### src/rtl/int_ctrl.sv
// int_ctrl: pending/mask/edge interrupt controller on the data bus.
// Optional INT_CTRL_SYNC_EN adds a 2-flop input synchronizer.
module int_ctrl #(
    parameter int          N_SRC     = 8,
    parameter logic [15:0] BASE_ADDR = 16'hFF00
) (
    input  logic             i_clk,
    input  logic             i_rst,
    input  logic             i_ce,
    input  logic [N_SRC-1:0] i_src,
    input  logic             i_bus_we,
    input  logic [15:0]      i_bus_waddr,
    input  logic [15:0]      i_bus_wdata,
    input  logic [15:0]      i_bus_raddr,
    output logic [15:0]      o_bus_rdata,
    output logic             o_bus_hit,
    output logic             o_int
);

    localparam int PADW = 16 - N_SRC;

    logic [N_SRC-1:0] pend_q, pend_d;
    logic [N_SRC-1:0] mask_q, mask_d;
    logic [N_SRC-1:0] edge_q, edge_d;
    logic [N_SRC-1:0] sq_q;
    logic             int_q;
    logic [N_SRC-1:0] s;
    logic [N_SRC-1:0] hw_set;
    logic [N_SRC-1:0] w1c;
    logic [N_SRC-1:0] frc;
    logic [N_SRC-1:0] act;
    logic [15:0]      roff;
    logic [15:0]      woff;
    logic             wr_en;
    logic [3:0]       cause_idx;
    logic [15:0]      cause;
    logic             unused_wdata;

    assign roff      = i_bus_raddr - BASE_ADDR;
    assign woff      = i_bus_waddr - BASE_ADDR;
    assign o_bus_hit = (roff < 16'd5);
    assign wr_en     = i_bus_we && i_ce && (woff < 16'd5);

    assign unused_wdata = ^i_bus_wdata[15:N_SRC];

`ifdef INT_CTRL_SYNC_EN
    logic [N_SRC-1:0] sync1_q;
    logic [N_SRC-1:0] sync2_q;

    // Two-flop synchronizer, free-running on i_clk
    always_ff @(posedge i_clk or posedge i_rst) begin
        if (i_rst) begin
            sync1_q <= '0;
            sync2_q <= '0;
        end else begin
            sync1_q <= i_src;
            sync2_q <= sync1_q;
        end
    end

    assign s = sync2_q;
`else
    assign s = i_src;
`endif

    // Hardware set terms and register write decode
    always_comb begin
        hw_set = (edge_q & s & ~sq_q) | (~edge_q & s);
        w1c    = '0;
        frc    = '0;
        mask_d = mask_q;
        edge_d = edge_q;
        if (wr_en) begin
            case (woff)
                16'd0:   w1c    = i_bus_wdata[N_SRC-1:0];
                16'd1:   mask_d = i_bus_wdata[N_SRC-1:0];
                16'd2:   edge_d = i_bus_wdata[N_SRC-1:0];
                16'd4:   frc    = i_bus_wdata[N_SRC-1:0];
                default: ;
            endcase
        end
        // Set (hardware or forced) beats a same-cycle clear
        pend_d = (pend_q & ~w1c) | frc | hw_set;
    end

    // Controller state, advanced only on clock-enable cycles
    always_ff @(posedge i_clk or posedge i_rst) begin
        if (i_rst) begin
            pend_q <= '0;
            mask_q <= '0;
            edge_q <= '0;
            sq_q   <= '0;
            int_q  <= 1'b0;
        end else if (i_ce) begin
            pend_q <= pend_d;
            mask_q <= mask_d;
            edge_q <= edge_d;
            sq_q   <= s;
            int_q  <= |(pend_q & mask_q);
        end
    end

    assign o_int = int_q;

    // Lowest-index enabled pending source
    always_comb begin
        act       = pend_q & mask_q;
        cause_idx = 4'd0;
        for (int i = N_SRC - 1; i >= 0; i--) begin
            if (act[i]) cause_idx = 4'(i);
        end
        cause = (|act) ? {1'b1, 11'b0, cause_idx} : 16'h0000;
    end

    // Combinational register read mux
    always_comb begin
        o_bus_rdata = 16'h0000;
        case (roff)
            16'd0:   o_bus_rdata = {{PADW{1'b0}}, pend_q};
            16'd1:   o_bus_rdata = {{PADW{1'b0}}, mask_q};
            16'd2:   o_bus_rdata = {{PADW{1'b0}}, edge_q};
            16'd3:   o_bus_rdata = cause;
            default: o_bus_rdata = 16'h0000;
        endcase
    end

endmodule

### config.mk
export PLATFORM = sky130hd
export DESIGN_NAME = int_ctrl
export DESIGN_NICKNAME = d
export VERILOG_FILES = /design/src/rtl/int_ctrl.sv
export SDC_FILE = /design/constraint.sdc
export NUM_CORES = 1
export LEC_CHECK = 0
export BUFFER_PORTS_ARGS = -buffer_cell sky130_fd_sc_hd__buf_4
export CAP_MARGIN = 20
export CORE_MARGIN = 1.5
export CORE_UTILIZATION = 47
export CTS_CLUSTER_DIAMETER = 60
export DETAILED_ROUTE_END_ITERATION = 7
export PLACE_DENSITY = 0.81
export SLEW_MARGIN = 20
export SYNTH_ARGS = -nofsm -noshare
export SYNTH_HDL_FRONTEND = slang
export SYNTH_SLANG_ARGS = --single-unit
### constraint.sdc
create_clock -name i_clk -period 1.9 [get_ports i_clk]
set_clock_uncertainty 0.15 [all_clocks]
set_input_delay 0.19 -clock i_clk [delete_from_list [all_inputs] [get_ports i_clk]]
set_output_delay 0.19 -clock i_clk [all_outputs]
set_load 0.02 [all_outputs]
==> results of run 1 <==
-- metrics by stage --
stage	cells	util	TNS, ns	cell area [sq um]
floorplan	198	-	-0.198	1840
global placement	304	0.640	-2.36	2360
detailed placement	304	0.640	-3.53	2360
CTS	318	0.687	0	2530
global route	320	0.701	-0.154	2590
finish	320	0.701	0	2590
-- per-layer routing --
| layer | global-route usage | vias up |
|---|---|---|
| met5 | 0 | - |
| met4 | 0.0990 | 0 |
| met3 | 0.0411 | 7 |
| met2 | 0.394 | 65 |
| met1 | 0.290 | 861 |
| li1 | - | 830 |
-- logic make-up after synthesis --
| family | synth area share |
|---|---|
| multiplexers | 0.143 |
| AND/OR/NAND/NOR | 0.193 |
| buffers and inverters | 0.0598 |
| other | 0.00206 |
| AO/OA/AOI/OAI | 0.148 |
| flip-flops | 0.454 |
-- state kept, by name, summed over array words and instances, names as in the netlist --
register / flops
mask_q: 8
pend_q: 8
sq_q: 8
edge_q: 8
o_int: 1
-- power by group through the flow --
stage / Clock [uW] / Sequential (uW) / Combinational, uW
3_5_place_dp: 0 / 741 / 200
3_3_place_gp: 0 / 740 / 195
6_report: 481 / 729 / 218
5_1_grt: 517 / 730 / 240
2_1_floorplan: 0 / 741 / 93.8
4_1_cts: 487 / 728 / 215
-- what timing repair did --
item                                    CTS  global route
endpoints found under the hold margin    40             0
resized for setup                         5            11
gates cloned                              0             0
hold buffers                              8             0
pin swaps                                 2             5
endpoints found under the setup margin    1             5
setup buffers                             0             2
-- worst register-to-register path, cell delays in order, from the launching register on --
cell	delay [ns]
dfrtp_1	0.43
a22oi_2	0.25
nand3_1	0.15
nor2_2	0.16
a21oi_1	0.08
-- final timing paths --
| kind | cells past startpoint | slack, ns | endpoint | from |
|---|---|---|---|---|
| hold reg to reg | 2 | 0.38 | sq_q[6]$_DFFE_PP0P_ | sq_q[6]$_DFFE_PP0P_ |
| setup / recovery | 5 | 0.01 | o_bus_rdata[1] | pend_q[3]$_DFFE_PP0P_ |
| setup reg to reg | 4 | 0.57 | o_int$_DFFE_PP0P_ | pend_q[7]$_DFFE_PP0P_ |
| max in group asynchronous | 4 | 0.87 | pend_q[1]$_DFFE_PP0P_ | i_rst |
| min in group asynchronous | 4 | 0.41 | sq_q[5]$_DFFE_PP0P_ | i_rst |
| hold / removal | 3 | 0.004 | sq_q[7]$_DFFE_PP0P_ | i_src[7] |
-- cell usage in the layout (no fill, tap or decap), types with 2 or more instances in the layout --
cell,Yosys,final
buf_4,7,72
dfrtp_1,33,32
nand2_1,27,26
a21oi_1,19,18
mux2_2,16,16
nor2_1,17,16
inv_1,9,9
o21ai_0,10,8
a221o_1,8,8
mux2i_1,8,8
dlygate4sd3_1,0,8
conb_1,1,7
nand3_1,7,6
clkbuf_8,0,5
nand4_1,3,3
nand4b_1,2,2
nand3b_1,2,2
a22oi_2,0,2
-- area by class of cell --
class,instances,area share
clock inverter,1,0.00194
multi-input combinational,143,0.371
timing repair buffer,81,0.244
tap,48,0.0232
sequential,33,0.320
clock buffer,5,0.0266
inverter,9,0.0131
==> impl_metrics.env, run 1 <==
export IMPL_drt_pass1_iter_count=5
export IMPL_crit_arrival_ns=1.55
export IMPL_synthArstFlopShare=1.00
export IMPL_rsz0062_at_grt="yes"
export IMPL_cp_num_buf_inv=1
export IMPL_synthFlopType="dfrtp_1"
export IMPL_yosysTopAreaCell="dfrtp_1"
export IMPL_avgSynthCellArea_sq_um=9.48
export IMPL_clockPowerShare=0.337
export IMPL_grt_pass1_wl_um=7540
export IMPL_core_sq_um=3690
export IMPL_synth_cells=192
export IMPL_rows=22
export IMPL_timing_hold_ws_ns=0.00350
export IMPL_via_per_inst=5.51
export IMPL_die_x_um=65.2
export IMPL_crit_required_ns=1.56
export IMPL_grt_max_degree=34
export IMPL_hp_class="in2reg"
export IMPL_cp_slowest_stage_delay_ns=0.41
export IMPL_drt_iter0_markers=61
export IMPL_fillCellCount=300
export IMPL_cts_sinks=33
export IMPL_drv_cap=0
export IMPL_met2_length_um=2360
export IMPL_route_met3_wl_um=279
export IMPL_fmax_ghz=0.530
export IMPL_p_switching_uw=354
export IMPL_gp_congestion=0.801
export IMPL_synth_distinct_cells=33
export IMPL_setup_slack_ns=0.0119
export IMPL_critical_path_slowest_cell="dfrtp_1"
export IMPL_dr_total_vias=1763
export IMPL_ir_worst_vdd_v=0.000401
export IMPL_slew_viol_final=0
export IMPL_routed_wl_um=4680
export IMPL_sw_frac_of_total=0.248
export IMPL_pwr_share_comb=0.153
export IMPL_multi_input_area_sq_um=960
export IMPL_syn_cell_area_sq_um=1820
export IMPL_cts_max_level=2
export IMPL_ys_top_cells_by_area="dfrtp_1 45%, mux2_2 9.9%, nand2_1 5.6%"
export IMPL_cp_max_fo=3
export IMPL_min_period_ns=1.89
export IMPL_drive_gt1_frac=0.404
export IMPL_die_h_um=65.2
export IMPL_setup_violations=0
export IMPL_numCtsBuffers=5
export IMPL_internal_power_uw=1070
export IMPL_seqCellArea_sq_um=827
export IMPL_p_leak_uw=0.00124
export IMPL_areaGrowthSynthToFinish_pct=42.1
export IMPL_crit_family="compound AO/OA/AOI/OAI gates"
export IMPL_finalHoldViolCount=0
export IMPL_yosysTopAreaCellShare=0.454
export IMPL_top_layer="met4"
export IMPL_power_uw=1430
export IMPL_power_density_nw_per_um2=552
export IMPL_grt_usage=0.232
export IMPL_synth_common_cells="33 x dfrtp_1, 27 x nand2_1, 19 x a21oi_1"
export IMPL_fin_crit_sh=0.994
export IMPL_clockBufferDepth=2
export IMPL_io_pins=78
export IMPL_antenna_found_initial=0
export IMPL_grt_pass1_vias=1692
export IMPL_cts_root_buf="clkbuf_8"
export IMPL_synth_warnings=0
export IMPL_synth_seq_cells=33
export IMPL_met1_length_um=1960
export IMPL_clock_latency_ns=0.28
export IMPL_io_buffers=62
export IMPL_synth_edf_count=0
export IMPL_dpl_hpwl_um=3190
export IMPL_start_kind="flop"
export IMPL_status="finished clean"
export IMPL_p_seq_frac=0.510
export IMPL_nets=333
export IMPL_drc=0
export IMPL_path_clk_slew_ns=0.06
export IMPL_end_kind="primary output"
export IMPL_worstPathCellList="a22oi_2 > o21ai_2 > a221oi_2 > nor2_1 > buf_4"
export IMPL_initial_core_util=0.494
export IMPL_yosys_cell_count_top_type="dfrtp_1"
export IMPL_overflow=0
export IMPL_tritoncts="built"
export IMPL_seq_area_frac_synth=0.454
export IMPL_detail_route_antenna_nets=0
export IMPL_die_area_sq_um=4260
export IMPL_place_ws_ns=-0.235
export IMPL_antenna_cells=0
export IMPL_path_class="reg2out"
export IMPL_wl_per_cell_um=14.6
Power figures use the tool's default switching activity.
==> run 2: changes to the inputs <==
CAP_MARGIN = 0   (was 20)
PLACE_DENSITY = 0.77   (was 0.81)
==> run 2 against run 1 <==
  * Critical path depth unchanged
  * The flow now finishes with violations (setup timing)
  * Clock power rose by 42%
  * Combinational power about the same
  * Final cell count is 2.8% higher
  * Register-to-register slack is essentially flat
  * Flip-flop and latch count is the same
  * Total power rose by 14%
==> impl_metrics.env, run 2 (synthesized netlist as in run 1, its figures left out) <==
export IMPL_dr_total_vias=1746
export IMPL_antenna_found_initial=0
export IMPL_nets=340
export IMPL_routed_wl_um=4660
export IMPL_violations="setup timing"
export IMPL_fin_area_sq_um=2660
export IMPL_gp_congestion=0.802
export IMPL_overflow=0
export IMPL_status="complete, but fails checks"
export IMPL_drv_cap=0
export IMPL_drive_gt1_frac=0.409
export IMPL_grt_max_degree=34
export IMPL_via_per_inst=5.31
export IMPL_io_pins=78
export IMPL_dpl_hpwl_um=3220
export IMPL_io_buffers=62
export IMPL_areaGrowthSynthToFinish_pct=46.0
export IMPL_fin_crit_sh=1.00
export IMPL_grt_pass1_vias=1652
export IMPL_die_area_sq_um=4260
export IMPL_wl_per_cell_um=14.2
export IMPL_power_density_nw_per_um2=613
export IMPL_busiest_layer="met2"
export IMPL_hp_class="in2reg"
export IMPL_drt_pass1_iter_count=4
export IMPL_path_clk_slew_ns=0.08
export IMPL_path_class="reg2out"
export IMPL_min_period_ns=1.91
export IMPL_met1_usage=0.306
export IMPL_setup_violations=1
export IMPL_crit_required_ns=1.56
export IMPL_core_sq_um=3690
export IMPL_slew_viol_final=0
export IMPL_die_x_um=65.2
export IMPL_initial_core_util=0.494
export IMPL_tritoncts="built"
export IMPL_start_kind="flop"
export IMPL_numCtsBuffers=5
export IMPL_final_cells=329
export IMPL_cts_root_buf="clkbuf_8"
export IMPL_drt_iter0_markers=65
export IMPL_finalHoldViolCount=0
export IMPL_die_h_um=65.2
export IMPL_fmax_ghz=0.524
export IMPL_utilization=0.721
export IMPL_rsz0062_at_grt="yes"
export IMPL_use_met3=0.0565
export IMPL_setup_slack_ns=-0.00796
export IMPL_crit_arrival_ns=1.57
export IMPL_grt_pass1_wl_um=7520
export IMPL_dp_cells=305
export IMPL_clockBufferDepth=2
export IMPL_cts_max_level=2
export IMPL_mostFrequentLayoutCell="buf_4"
export IMPL_antenna_cells=0
export IMPL_rows=22
export IMPL_end_kind="primary output"
export IMPL_final_cell_mix="78 x buf_4, 32 x dfrtp_1, 26 x nand2_1"
export IMPL_ir_worst_vdd_v=0.000688
export IMPL_p_leak_uw=0.00128
export IMPL_detail_route_antenna_nets=0
export IMPL_cp_max_fo=3
export IMPL_cts_sinks=33
export IMPL_use_met2=0.381
export IMPL_postPlaceCellArea_sq_um=2370
export IMPL_grt_usage=0.231
export IMPL_clock_latency_ns=0.29
export IMPL_drc=0
run 2: critical path, cell delays in order, from the launching register on:
cell and delay [ns]:
dfrtp_1 0.41, a22oi_2 0.23, o21ai_1 0.11, a221oi_1 0.30, nor2_1 0.07, buf_4 0.16
run 2: final timing paths:
kind | cells after the start | slack (ns) | startpoint | end
setup / recovery | 5 | -0.008 | pend_q[3]$_DFFE_PP0P_ | o_bus_rdata[1]
hold / removal | 2 | 0.003 | i_bus_wdata[7] | pend_q[7]$_DFFE_PP0P_
setup reg to reg | 5 | 0.58 | pend_q[3]$_DFFE_PP0P_ | o_int$_DFFE_PP0P_
hold reg to reg | 2 | 0.38 | sq_q[4]$_DFFE_PP0P_ | sq_q[4]$_DFFE_PP0P_
max in group asynchronous | 4 | 0.89 | i_rst | pend_q[2]$_DFFE_PP0P_
min in group asynchronous | 4 | 0.40 | i_rst | edge_q[4]$_DFFE_PP0P_
run 2: routing by layer:
layer	vias up	wire length (um)
met1	830	2100
met5	-	0
met3	5	274
met4	0	48
met2	57	2240
li1	854	-
run 2: stage by stage:
stage | TNS (ns) | hold slack, ns | setup WS (ns) | power (uW)
6_report | -0.00796 | 0.00279 | -0.00796 | 1630
5_1_grt | -0.0711 | 0.00297 | -0.0379 | 1690
4_1_cts | 0 | 0.00410 | 0.00506 | 1630
3_5_place_dp | -3.05 | 0.161 | -0.260 | 940
3_3_place_gp | -2.45 | 0.156 | -0.188 | 935
2_1_floorplan | -0.198 | 0.169 | -0.0713 | 835
run 2: area by class of cell:
cell class / count / area [sq um]
inverters: 9 / 33.8
clock inverters: 3 / 46.3
fillers: 295 / 1030
repair buffers: 88 / 686
multi-input cells: 143 / 937
clock buffers: 5 / 68.8
well taps: 48 / 60.1
flip-flops and latches: 33 / 827
run 2: what timing repair did:
action                                  4_1_cts  5_1_grt
hold buffers                                 10        0
resized for setup                             3        8
endpoints found under the setup margin        2        4
cloned                                        0        0
endpoints found under the hold margin        42        0
pin swaps                                     2        4
setup buffers                                 1        5
run 2: power by group:
| part | switching, uW | internal [uW] | leakage, uW | total [uW] |
|---|---|---|---|---|
| sequential | 8.81 | 718 | 0.000403 | 727 |
| combinational | 102 | 115 | 0.000826 | 217 |
| clock | 292 | 393 | 0.0000543 | 684 |
==> run 3: changes to the inputs <==
CORE_ASPECT_RATIO = 0.7   (was unset)
clock period = 2.15 ns   (was 1.9 ns; I/O delays follow)
==> run 3 against run 2 <==
  * The flow now finishes without violations
  * Clock power decreased by 26%
  * Utilization decreased by 2.8 points
  * Critical endpoint unchanged
  * Register-to-register slack better by 0.19 ns
  * Die area grew 0.14%
  * Count of clock-buffer cells in the layout rose by 2
  * Final area is 6.2% lower
  * Combinational power decreased by 18%
  * Final cell count decreased by 3.6%
  * First-iteration DRC count is 31% higher
  * Sequential power decreased by 12%
  * Routed wire length is 0.92% lower
  * Critical path type unchanged
==> impl_metrics.env, run 3 (synthesized netlist as in run 1, its figures left out) <==
export IMPL_seqCellArea_sq_um=826
export IMPL_drive_gt1_frac=0.390
export IMPL_crit_start="pend_q[3]$_DFFE_PP0P_"
export IMPL_via_per_inst=5.38
export IMPL_status="finished clean"
export IMPL_critical_path_slowest_cell="dfrtp_1"
export IMPL_mostFrequentLayoutCell="buf_4"
export IMPL_dpl_hpwl_um=3430
export IMPL_start_kind="flop"
export IMPL_crit_required_ns=1.78
export IMPL_fmax_ghz=0.517
export IMPL_fin_crit_sh=0.900
export IMPL_grt_pass1_vias=1598
export IMPL_gp_congestion=0.796
export IMPL_grt_pass1_wl_um=7530
export IMPL_p_leak_uw=0.00122
export IMPL_final_cell_mix="73 x buf_4, 33 x dfrtp_1, 27 x nand2_1"
export IMPL_ir_worst_vdd_v=0.000536
export IMPL_path_clk_slew_ns=0.07
export IMPL_routed_wl_um=4620
export IMPL_postPlaceCellArea_sq_um=2380
export IMPL_io_pins=78
export IMPL_die_x_um=77.4
export IMPL_grt_max_degree=34
export IMPL_overflow=0
export IMPL_core_sq_um=3600
export IMPL_nets=326
export IMPL_cts_max_level=2
export IMPL_slew_viol_final=0
export IMPL_crit_reg2reg_launch="pend_q[7]$_DFFE_PP0P_"
export IMPL_finalHoldViolCount=0
export IMPL_drt_pass1_iter_count=4
export IMPL_initial_core_util=0.505
export IMPL_cts_root_buf="clkbuf_8"
export IMPL_antenna_cells=0
export IMPL_io_buffers=62
export IMPL_rsz0062_at_grt="no"
export IMPL_fin_area_sq_um=2490
export IMPL_cp_max_fo=4
export IMPL_end_kind="primary output"
export IMPL_worstPathCellList="a22oi_2 > o21ai_0 > a221oi_1 > nor2_1 > buf_4"
export IMPL_multi_input_area_sq_um=913
export IMPL_drt_iter0_markers=85
export IMPL_tritoncts="built"
export IMPL_dp_cells=308
export IMPL_grt_usage=0.237
export IMPL_fillCellCount=306
export IMPL_wl_per_cell_um=14.6
export IMPL_detail_route_antenna_nets=0
export IMPL_die_area_sq_um=4260
export IMPL_worstHoldStart="i_src[5]"
export IMPL_clockBufferDepth=2
export IMPL_hp_class="in2reg"
export IMPL_setup_violations=0
export IMPL_cp_slowest_stage_delay_ns=0.42
export IMPL_cts_sinks=33
export IMPL_post_cts_setup_buffers=0
export IMPL_drc=0
export IMPL_numCtsBuffers=5
export IMPL_drv_cap=0
export IMPL_clock_latency_ns=0.28
export IMPL_final_cells=317
export IMPL_antenna_found_initial=0
export IMPL_power_density_nw_per_um2=533
export IMPL_crit_arrival_ns=1.57
export IMPL_dr_total_vias=1704
export IMPL_die_h_um=55.1
export IMPL_areaGrowthSynthToFinish_pct=37.0
export IMPL_min_period_ns=1.94
export IMPL_path_class="reg2out"
export IMPL_rows=18
[run 3: final timing paths]
kind                                               to  cells after the start  slack [ns]
worst max-delay path                   o_bus_rdata[1]                      5        0.21
worst min-delay path              sq_q[5]$_DFFE_PP0P_                      3       0.009
worst max register to register      o_int$_DFFE_PP0P_                      4        0.77
worst min register to register    sq_q[3]$_DFFE_PP0P_                      2        0.37
max in group asynchronous       mask_q[7]$_DFFE_PP0P_                      4        1.12
min in group asynchronous         sq_q[0]$_DFFE_PP0P_                      4        0.43
[run 3: repair_timing]
action                                  CTS  global route
hold buffers                              1             0
resized for setup                         0             1
endpoints found under the setup margin    0             1
hold endpoints to repair                 33             0
[run 3: through the flow]
step	hold slack, ns	setup TNS (ns)	total power, uW	utilization	worst slack, ns
final	0.00857	0	1330	0.692	0.214
after detailed placement	0.182	-0.0258	832	0.660	-0.0110
after CTS	0.00718	0	1340	0.691	0.117
after global placement	0.183	0	828	0.660	0.00958
after global routing	0.0318	0	1380	0.692	0.0542
after floorplan	0.194	0	738	-	0.151
[run 3: final cells by class]
class	instances	share of cell area
Multi-Input combinational cell	143	0.366
Clock inverter	1	0.00201
Inverter	9	0.0135
Clock buffer	7	0.0386
Timing Repair Buffer	74	0.224
Tap cell	50	0.0251
Sequential cell	33	0.331
[run 3: routing by layer]
| layer | GRT usage | vias to the layer above | routed length, um |
|---|---|---|---|
| met1 | 0.312 | 809 | 2090 |
| met4 | 0.0727 | 0 | 44 |
| met5 | 0 | - | 0 |
| li1 | - | 822 | - |
| met2 | 0.396 | 67 | 2090 |
| met3 | 0.0607 | 6 | 400 |
[run 3: critical path, delay by kind of cell, from the launching register on]
family	cells	cell delay, ns
and+or+nand+nor	1	0.07
DFF	1	0.42
buffers and inverters	1	0.16
AOI/OAI and AO/OA	3	0.64
[run 3: power by group]
part	internal [uW]	leakage (uW)	total [uW]	switching (uW)
logic	91.7	0.000758	179	87.2
registers	636	0.000403	643	7.57
clock network	289	0.0000542	509	219
